[src/rtl/compress_pkg.sv]
// Shared definitions for the matching stage: word width, pattern codes and
// the encoded bit length that goes with each code.
package compress_pkg;

  localparam int WORD_W = 32;

  typedef enum logic [2:0] {
    CODE_ZZZZ = 3'd0,
    CODE_MMMM = 3'd1,
    CODE_ZZZX = 3'd2,
    CODE_MMMX = 3'd3,
    CODE_MMXX = 3'd4,
    CODE_XXXX = 3'd5
  } code_e;

  localparam int LEN_ZZZZ      = 2;
  localparam int LEN_MMMM_BASE = 2;
  localparam int LEN_ZZZX      = 12;
  localparam int LEN_MMMX_BASE = 12;
  localparam int LEN_MMXX_BASE = 20;
  localparam int LEN_XXXX      = 34;

  // Match codes also carry the slot index, so their length grows with idxW.
  function automatic logic [5:0] codeLength(input code_e code, input int idxW);
    logic [5:0] len;
    case (code)
      CODE_ZZZZ: len = 6'(LEN_ZZZZ);
      CODE_MMMM: len = 6'(LEN_MMMM_BASE + idxW);
      CODE_ZZZX: len = 6'(LEN_ZZZX);
      CODE_MMMX: len = 6'(LEN_MMMX_BASE + idxW);
      CODE_MMXX: len = 6'(LEN_MMXX_BASE + idxW);
      default:   len = 6'(LEN_XXXX);
    endcase
    return len;
  endfunction

  function automatic logic isPushed(input code_e code);
    return (code != CODE_ZZZZ) && (code != CODE_MMMM);
  endfunction

endpackage

[src/rtl/word_matcher.sv]
// Classifies one 32-bit word against the valid part of a dictionary view and
// picks the best-grade match, lowest slot first.
module word_matcher
  import compress_pkg::*;
#(
  parameter int DICT_ENTRY = 16,
  localparam int IDX_W = $clog2(DICT_ENTRY)
) (
  input  logic [WORD_W-1:0]                  word_i,
  input  logic [DICT_ENTRY-1:0][WORD_W-1:0]  dictWords_i,
  input  logic [IDX_W:0]                     dictCount_i,
  output code_e                              code_o,
  output logic [5:0]                         length_o,
  output logic [IDX_W-1:0]                   location_o
);

  logic             hitFull, hitHi24, hitHi16;
  logic [IDX_W-1:0] locFull, locHi24, locHi16;

  // Scanning downward leaves the lowest matching slot in each locator.
  always_comb begin
    hitFull = 1'b0;
    hitHi24 = 1'b0;
    hitHi16 = 1'b0;
    locFull = '0;
    locHi24 = '0;
    locHi16 = '0;
    for (int s = DICT_ENTRY - 1; s >= 0; s--) begin
      if ((IDX_W + 1)'(s) < dictCount_i) begin
        if (word_i == dictWords_i[s]) begin
          hitFull = 1'b1;
          locFull = IDX_W'(s);
        end
        if (word_i[31:8] == dictWords_i[s][31:8]) begin
          hitHi24 = 1'b1;
          locHi24 = IDX_W'(s);
        end
        if (word_i[31:16] == dictWords_i[s][31:16]) begin
          hitHi16 = 1'b1;
          locHi16 = IDX_W'(s);
        end
      end
    end
  end

  always_comb begin
    code_o     = CODE_XXXX;
    location_o = '0;
    if (word_i == '0) begin
      code_o = CODE_ZZZZ;
    end else if (hitFull) begin
      code_o     = CODE_MMMM;
      location_o = locFull;
    end else if (word_i[31:8] == '0) begin
      code_o = CODE_ZZZX;
    end else if (hitHi24) begin
      code_o     = CODE_MMMX;
      location_o = locHi24;
    end else if (hitHi16) begin
      code_o     = CODE_MMXX;
      location_o = locHi16;
    end
    length_o = codeLength(code_o, IDX_W);
  end

endmodule

[src/rtl/matching_stage_nw.sv]
// FIFO-dictionary matching stage: classifies LANES words per beat, pushes the
// non-trivial ones into a circular dictionary, and registers the results.
module matching_stage_nw
  import compress_pkg::*;
#(
  parameter int LANES      = 2,
  parameter int DICT_ENTRY = 16,
  localparam int IDX_W = $clog2(DICT_ENTRY)
) (
  input  logic                     i_clk,
  input  logic                     i_reset,
  input  logic                     i_valid,
  output logic                     o_ready,
  input  logic [LANES*WORD_W-1:0]  i_word,
  input  logic                     i_clear,
  output logic                     o_valid,
  input  logic                     i_ready,
  output logic [LANES*3-1:0]       o_code,
  output logic [LANES*6-1:0]       o_length,
  output logic [LANES*IDX_W-1:0]   o_location,
  output logic [IDX_W:0]           o_dict_count,
  output logic                     o_dict_full
);

  logic [DICT_ENTRY-1:0][WORD_W-1:0] dict_q;
  logic [IDX_W:0]                    count_q;
  logic [IDX_W-1:0]                  wptr_q;
  logic                              valid_q;
  logic [LANES*3-1:0]                code_q, code_d;
  logic [LANES*6-1:0]                length_q, length_d;
  logic [LANES*IDX_W-1:0]            location_q, location_d;
  logic                              accept;

  assign o_ready = !valid_q || i_ready;
  assign accept  = i_valid && o_ready;

  // Each lane sees the dictionary as left by the pushes of the lanes before it.
  for (genvar k = 0; k < LANES; k++) begin : lane
    logic [DICT_ENTRY-1:0][WORD_W-1:0] viewIn, viewOut;
    logic [IDX_W-1:0]                  ptrIn, ptrOut;
    logic [IDX_W:0]                    cntIn, cntOut;
    logic [WORD_W-1:0]                 word;
    code_e                             code;
    logic [5:0]                        len;
    logic [IDX_W-1:0]                  loc;

    assign word = i_word[k*WORD_W +: WORD_W];

    if (k == 0) begin : gFirst
      assign viewIn = dict_q;
      assign ptrIn  = i_clear ? '0 : wptr_q;
      assign cntIn  = i_clear ? '0 : count_q;
    end else begin : gChained
      assign viewIn = lane[k-1].viewOut;
      assign ptrIn  = lane[k-1].ptrOut;
      assign cntIn  = lane[k-1].cntOut;
    end

    word_matcher #(.DICT_ENTRY(DICT_ENTRY)) uMatcher (
      .word_i      (word),
      .dictWords_i (viewIn),
      .dictCount_i (cntIn),
      .code_o      (code),
      .length_o    (len),
      .location_o  (loc)
    );

    always_comb begin
      viewOut = viewIn;
      ptrOut  = ptrIn;
      cntOut  = cntIn;
      if (isPushed(code)) begin
        viewOut[ptrIn] = word;
        ptrOut         = ptrIn + IDX_W'(1);
        if (cntIn != (IDX_W + 1)'(DICT_ENTRY)) cntOut = cntIn + (IDX_W + 1)'(1);
      end
    end

    assign code_d[k*3 +: 3]             = code;
    assign length_d[k*6 +: 6]           = len;
    assign location_d[k*IDX_W +: IDX_W] = loc;
  end

  always_ff @(posedge i_clk or posedge i_reset) begin
    if (i_reset) begin
      valid_q    <= 1'b0;
      code_q     <= '0;
      length_q   <= '0;
      location_q <= '0;
      count_q    <= '0;
      wptr_q     <= '0;
    end else if (accept) begin
      valid_q    <= 1'b1;
      code_q     <= code_d;
      length_q   <= length_d;
      location_q <= location_d;
      count_q    <= lane[LANES-1].cntOut;
      wptr_q     <= lane[LANES-1].ptrOut;
    end else begin
      if (i_ready) valid_q <= 1'b0;
      if (i_clear) begin
        count_q <= '0;
        wptr_q  <= '0;
      end
    end
  end

  // Slot contents need no reset: validity comes entirely from count_q.
  always_ff @(posedge i_clk) begin
    if (accept) dict_q <= lane[LANES-1].viewOut;
  end

  assign o_valid      = valid_q;
  assign o_code       = code_q;
  assign o_length     = length_q;
  assign o_location   = location_q;
  assign o_dict_count = count_q;
  assign o_dict_full  = (count_q == (IDX_W + 1)'(DICT_ENTRY));

endmodule

[config.mk]
export PLATFORM = sky130hd
export DESIGN_NAME = matching_stage_nw
export DESIGN_NICKNAME = d
export VERILOG_FILES = /design/src/rtl/compress_pkg.sv /design/src/rtl/word_matcher.sv /design/src/rtl/matching_stage_nw.sv
export SDC_FILE = /design/constraint.sdc
export NUM_CORES = 2
export LEC_CHECK = 0
export CAP_MARGIN = 25
export CORE_UTILIZATION = 45
export CTS_CLUSTER_SIZE = 16
export DETAILED_ROUTE_END_ITERATION = 8
export PLACE_DENSITY_LB_ADDON = 0.15
export SETUP_SLACK_MARGIN = 0.5
export SYNTH_ARGS = -nofsm -noshare
export SYNTH_HDL_FRONTEND = slang
export SYNTH_SLANG_ARGS = --single-unit
[constraint.sdc]
create_clock -name i_clk -period 48.9 [get_ports i_clk]
set_clock_uncertainty 0.05 [all_clocks]
set_input_delay 4.89 -clock i_clk [delete_from_list [all_inputs] [get_ports i_clk]]
set_output_delay 4.89 -clock i_clk [all_outputs]
set_load 0.005 [all_outputs]
==> After elaboration in Yosys (flattened, before gate mapping) <==
Index checks and enable logic that the tools add are counted.
{ "word_totals": {"regBits": 548, "latchBits": 0, "ram_bits": 0, "mem_bits_ro": 0, "in_bits": 69, "output_inout_bits": 34, "word_cells": 613, "n_memories": 0} }
{ "op_classes": {"n_addsub": 4, "mul": 0, "div_mod_pow": 0, "n_lt_le_gt_ge": 36, "eq_ne": 109, "shifts": 0, "muxes": 426, "bitwise": 0, "reduce_logical": 16} }
{ "op_table": {"columns": ["op", "n"], "rows": [
  ["$bwmux 512", 2],
  ["$eq 32x32->1", 32],
  ["$mux 512", 2],
  ["$mux 4", 206],
  ["$eq 24x24->1", 32],
  ["$eq 16x16->1", 32],
  ["$demux 32 s4", 2],
  ["$mux 1", 196],
  ["$lt 4x5->1 const A", 16],
  ["$logic_not 32->1", 2],
  ["$mux 32", 2],
  ["$pmux 6 s5", 2],
  ["$logic_not 24->1", 2],
  ["$lt 3x5->1 const A", 8],
  ["$mux 5", 6],
  ["$mux 3", 8],
  ["$lt 1x5->1 const A", 4],
  ["$lt 2x5->1 const A", 4],
  ["$eq 3x2->1 const B", 4],
  ["$add 5x1->5 const B", 2],
  ["$lt 4x5->1 const B", 2],
  ["$ne 5x5->1 const B", 2],
  ["$add 4x1->4 const B", 2],
  ["$ge 4x1->1 const B", 2],
  ["10 further kinds", 19]
]} }

==> Longest topological paths before layout <==
{ "depth": {"word_depth": 83, "depth_mapped": 24, "mapped_depth_nobuf": 18} }

==> Hierarchy <==
A second synthesis with hierarchy kept.
{ "unflattened": {"hier_cells": 3889, "area_unflattened_um2": 44512.7} }
{ "modules_own_cells": {"columns": ["module", "n_inst", "cells_per_inst", "area_per_inst_um2"], "rows": [
  ["matching_stage_nw", 1, 1983, 30148.9],
  ["word_matcher", 2, 953, 7181.9]
]} }

==> Worst setup path after synthesis <==
Ideal clock, no wire load.
{ "synth_timing": {"kind": "in2reg", "from": "input i_ready", "to": "register count_q[1], in the netlist o_dict_count[1]", "setup_ns": 0.756, "arrival_time_ns": 20.384, "setup_slack_ns": 27.710, "path_stages": 5, "n_path_buf": 1, "path_cell_list": "nand2b_1 -> nand2_1 -> inv_1 -> clkbuf_1 -> o21ai_0"} }
{ "synth_between": {"elab_chain_cells": 3} }
{ "synth_rtl": {"columns": ["element", "line_no", "text"], "rows": [
  ["start, declared", "matching_stage_nw.sv:17", "input logic i_ready,"],
  ["$logic_or 1x1->1", "matching_stage_nw.sv:34", "assign o_ready = !valid_q || i_ready;"],
  ["$logic_and 1x1->1", "matching_stage_nw.sv:35", "assign accept = i_valid && o_ready;"],
  ["net accept", "matching_stage_nw.sv:32", "logic accept;"],
  ["$mux 5", "matching_stage_nw.sv:92", "end else if (accept) begin"],
  ["end signal, assigned", "matching_stage_nw.sv:97", "count_q <= lane[LANES-1].cntOut;"],
  ["end, declared", "matching_stage_nw.sv:26", "logic [IDX_W:0] count_q;"]
]} }
The timed path passes the listed nets, and every way through them passes these cells.
A chain may end at the register's enable or synchronous reset.

==> PnR_summary.wiki <==
{| class="wikitable"
! Metric !! Value
|-
| Result of the run || completed
|-
| Number of enable-type register cells in the synthesized netlist || 512
|-
| Number of maximum-capacitance violations || 0
|-
| Number of I/O pins || 103
|-
| Number of standard cells after synthesis || 4930
|-
| Post-synthesis async set-or-reset flop share || 6.227%
|-
| Worst hold slack || 0.4194 ns
|-
| Final Hold Fails || 0
|-
| Die height || 327.3 um
|-
| Starting utilization of the core area || 45.69%
|-
| RSZ-0062 raised after global routing || false
|-
| Largest family of logic cells by synthesized area || multiplexers
|-
| Die area || 0.1071 mm2
|-
| Combined global-route utilization of all metal layers || 38.50%
|-
| TritonCTS Buffers || 72
|-
| FP Rows || 118
|-
| Maximum fanout along the worst path || 55
|-
| Number of pins with negative max-slew slack in the final report || 0
|-
| Post-layout util || 49.60%
|-
| First-pass GRT wire length || 298100 um
|-
| TritonCTS clock tree || built
|-
| Resized Gates After CTS || 0
|-
| Startpoint class of the critical path || primary input
|-
| Final weighted congestion in routability-driven placement || 1.030
|-
| Number of distinct library cells after synthesis || 98
|-
| Primary flip-flop cell chosen by synthesis mapping || edfxtp_1
|-
| Tcrit/Tclk final || 27.25%
|-
| H-tree level count || 3
|-
| Final wirelength || 211700 um
|-
| Required time reported for the critical path endpoint || 49.20 ns
|-
| Post-DR wirelength/cell || 33.65 um
|-
| Vias per cell || 6.690
|-
| Vias in the first global route || 39050
|-
| Maximum number of pins on one net before global-route repair || 81
|-
| Clock Pin Slew Worst Setup and Hold Paths || 0.06 ns
|-
| Worst hold path type || flip-flop to flip-flop
|-
| Total leakage power || 0.02065 uW
|-
| Mux cell area share after synthesis || 18.71%
|-
| CTS Root Cell || clkbuf_16
|-
| Fraction of the mapped netlist area in adder cells || 0.3152%
|-
| DP HPWL || 140100 um
|-
| Largest vdd supply drop || 28.05 uV
|-
| DRC marker count from the first detailed-route iteration || 5541
|-
| Total chip power || 1445 uW
|-
| Number of optimization iterations in the first detailed-route pass || 6
|-
| Synthesized-area fraction occupied by xor and xnor cells || 16.44%
|-
| Clock buffer depth || 3
|-
| Clock Latency Late Sink || 0.68 ns
|-
| Layout net count || 4937
|-
| Die extent in x || 327.3 um
|-
| Core Area || 0.1042 mm2
|-
| Post-layout minimum cycle time || 13.33 ns
|-
| Total of flip-flops plus latches after synthesis || 546
|-
| Sequential fraction of the synthesis area || 34.07%
|-
| Complex-gate fraction of the synthesized area || 8.293%
|-
| Worst-margin pin slew || 1.108 ns
|-
| Worst-case headroom to the max-slew limit || 26.15%
|-
| Post-detailed-route DRC marker count || 0
|-
| Simple-gate portion of the synthesized area || 16.99%
|-
| Post-CTS Hold Fix Bufs || 0
|-
| Type of the worst setup path || primary input to flip-flop
|-
| Synthesis Warnings || 0
|-
| Final total negative setup slack || 0 ns
|-
| Setup Viol. Count Final || 0
|-
| Port bufs || 100
|-
| Total via count in the routed design || 42080
|-
| Proportion of layout cells with a drive suffix above 1 || 11.88%
|-
| Mapped cell area || 0.04763 mm2
|-
| Type of element capturing the critical path || flip-flop
|-
| Top achievable clock speed || 0.07504 GHz
|-
| Mean cell area of the mapped netlist || 9.661 um2
|-
| Arrival time worst endpoint || 13.63 ns
|-
| Power Dens Cells || 27.96 mW/mm2
|-
| Number of sinks handled by clock tree synthesis || 546
|-
| Antenna-violating nets left || 0
|-
| Setup bufs post-CTS || 0
|-
| Number of antenna violations at the first check in global routing || 10
|-
| Layout overhead on the synthesized area || 8.548%
|-
| Congestion Overflow GR || 0
|}
-- layer usage --
| layer | up-vias | wire, um | global-route usage, % |
|---|---|---|---|
| met3 | 521 | 26960 | 10.76 |
| met5 | - | 88 | 0 |
| met2 | 2849 | 86720 | 55.09 |
| met4 | 12 | 9480 | 15.30 |
| met1 | 20730 | 88440 | 54.38 |
| li1 | 17970 | - | - |
-- placed cells by master, fill, tap and decap left out, types with 35 or more instances in the layout --
| cell type | netlist | layout |
|---|---|---|
| nand4_1 | 148 | 148 |
| xor2_1 | 454 | 454 |
| nor4_1 | 182 | 176 |
| edfxtp_1 | 512 | 512 |
| xnor2_1 | 440 | 440 |
| clkbuf_16 | 0 | 75 |
| buf_4 | 76 | 169 |
| and2_1 | 45 | 45 |
| o21ai_0 | 181 | 181 |
| nor2_1 | 214 | 211 |
| inv_1 | 81 | 79 |
| nand3_1 | 201 | 201 |
| mux2_2 | 162 | 162 |
| or4_1 | 35 | 35 |
| nor3_1 | 95 | 95 |
| nand2_1 | 263 | 254 |
| buf_2 | 79 | 47 |
| a21oi_1 | 182 | 182 |
| and3_1 | 62 | 62 |
| mux2i_1 | 690 | 690 |
| clkdlybuf4s50_1 | 0 | 57 |
-- kinds of logic after synthesis --
family / after synthesis
and+or+nand+nor: 1474
xor gates and xnor gates: 894
muxes: 864
AOI/OAI and AO/OA: 620
DFF: 546
buffers and inverters: 519
adders and majority gates: 12
other: 1
-- flip-flops by register name, summed over array words and instances (netlist names) --
name and flops:
o_dict_count 5, o_location 8, wptr_q 4, o_code 6, o_valid 1, o_length 10
dict_q 512
-- metrics by stage --
step	cells	instance area (um2)	setup slack, ns
after floorplan	4931	47630	27.71
after global placement	6154	49400	35.18
after detailed placement	6160	49440	35.43
after CTS	6285	51680	36.11
after global routing	6287	51690	35.64
final	6290	51700	35.57
-- final cells by class --
class | count | area [um2]
Clock inverter | 34 | 282.8
Sequential cell | 546 | 16230
Timing Repair Buffer | 274 | 2078
Inverter | 96 | 367.9
Fill cell | 9869 | 52540
Clock buffer | 91 | 1957
Multi-Input combinational cell | 3866 | 29050
Antenna cell | 3 | 7.507
Tap cell | 1380 | 1727
-- final timing paths --
path	startpoint	to	slack [ns]	depth (start not counted)
max in group asynchronous	i_reset	o_length[2]$_DFFE_PP0P_	43.85	3
worst min-delay path	o_code[1]$_DFFE_PP0P_	o_code[1]$_DFFE_PP0P_	0.42	2
worst max register to register	o_dict_count[4]$_DFF_PP0_	dict_q[77]$_DFFE_PP_	39.83	19
worst max-delay path	i_clear	dict_q[77]$_DFFE_PP_	35.57	21
min in group asynchronous	i_reset	o_location[4]$_DFFE_PP0P_	4.58	3
worst min register to register	o_code[1]$_DFFE_PP0P_	o_code[1]$_DFFE_PP0P_	0.42	2
-- worst max-delay path: stages --
cell             delay (ns)
clkdlybuf4s50_1        0.47
buf_4                  0.48
nand2b_1               0.40
o21ai_0                0.24
nand3_1                0.16
nor4_1                 0.06
nor4_2                 0.60
nand4_4                0.53
buf_4                  0.54
nor3_4                 0.26
buf_4                  0.69
mux2i_1                0.26
xnor2_1                0.61
nor4_1                 0.19
buf_4                  0.20
a21oi_1                0.28
nand2_1                0.26
nor3_4                 0.20
buf_4                  0.43
nand3_4                0.73
mux2i_1                0.95
-- power by group --
group	leakage [uW]	total, uW	internal [uW]	switching (uW)
sequential	0.00531	591	553	37.6
combinational	0.0142	326	116	209
clock	0.00110	529	303	226
-- cell usage after synthesis, types with 11 or more instances --
master	n	area, um2
mux2i_1	690	6907
edfxtp_1	512	15370
xor2_1	454	3976
xnor2_1	440	3854
nand2_1	263	987.2
nor2_1	214	803.3
clkbuf_1	213	799.5
nand3_1	201	1006
a21oi_1	182	910.9
nor4_1	182	1139
o21ai_0	181	905.9
mux2_2	162	1824
nand4_1	148	925.9
nor3_1	95	475.5
inv_1	81	304.0
buf_2	79	395.4
buf_4	76	570.6
and3_1	62	387.9
and2_1	45	281.5
buf_1	37	138.9
or4_1	35	262.8
dfrtp_1	34	850.8
nand2b_1	32	200.2
nand4b_1	29	254.0
or2_2	28	175.2
nor2b_1	26	162.7
or3_1	26	162.7
a21o_1	21	157.7
o211ai_1	19	142.6
a21boi_0	18	135.1
buf_6	18	202.7
o221ai_1	17	148.9
clkinv_1	14	52.55
a31oi_1	13	81.33
o22ai_1	13	81.33
o31ai_1	13	97.59
a221oi_1	12	105.1
a32oi_1	12	105.1
ha_1	12	150.1
mux2_4	12	180.2
o2111ai_1	12	105.1
nor4b_1	11	96.34
No activity file was read; power rests on OpenSTA's default activity.
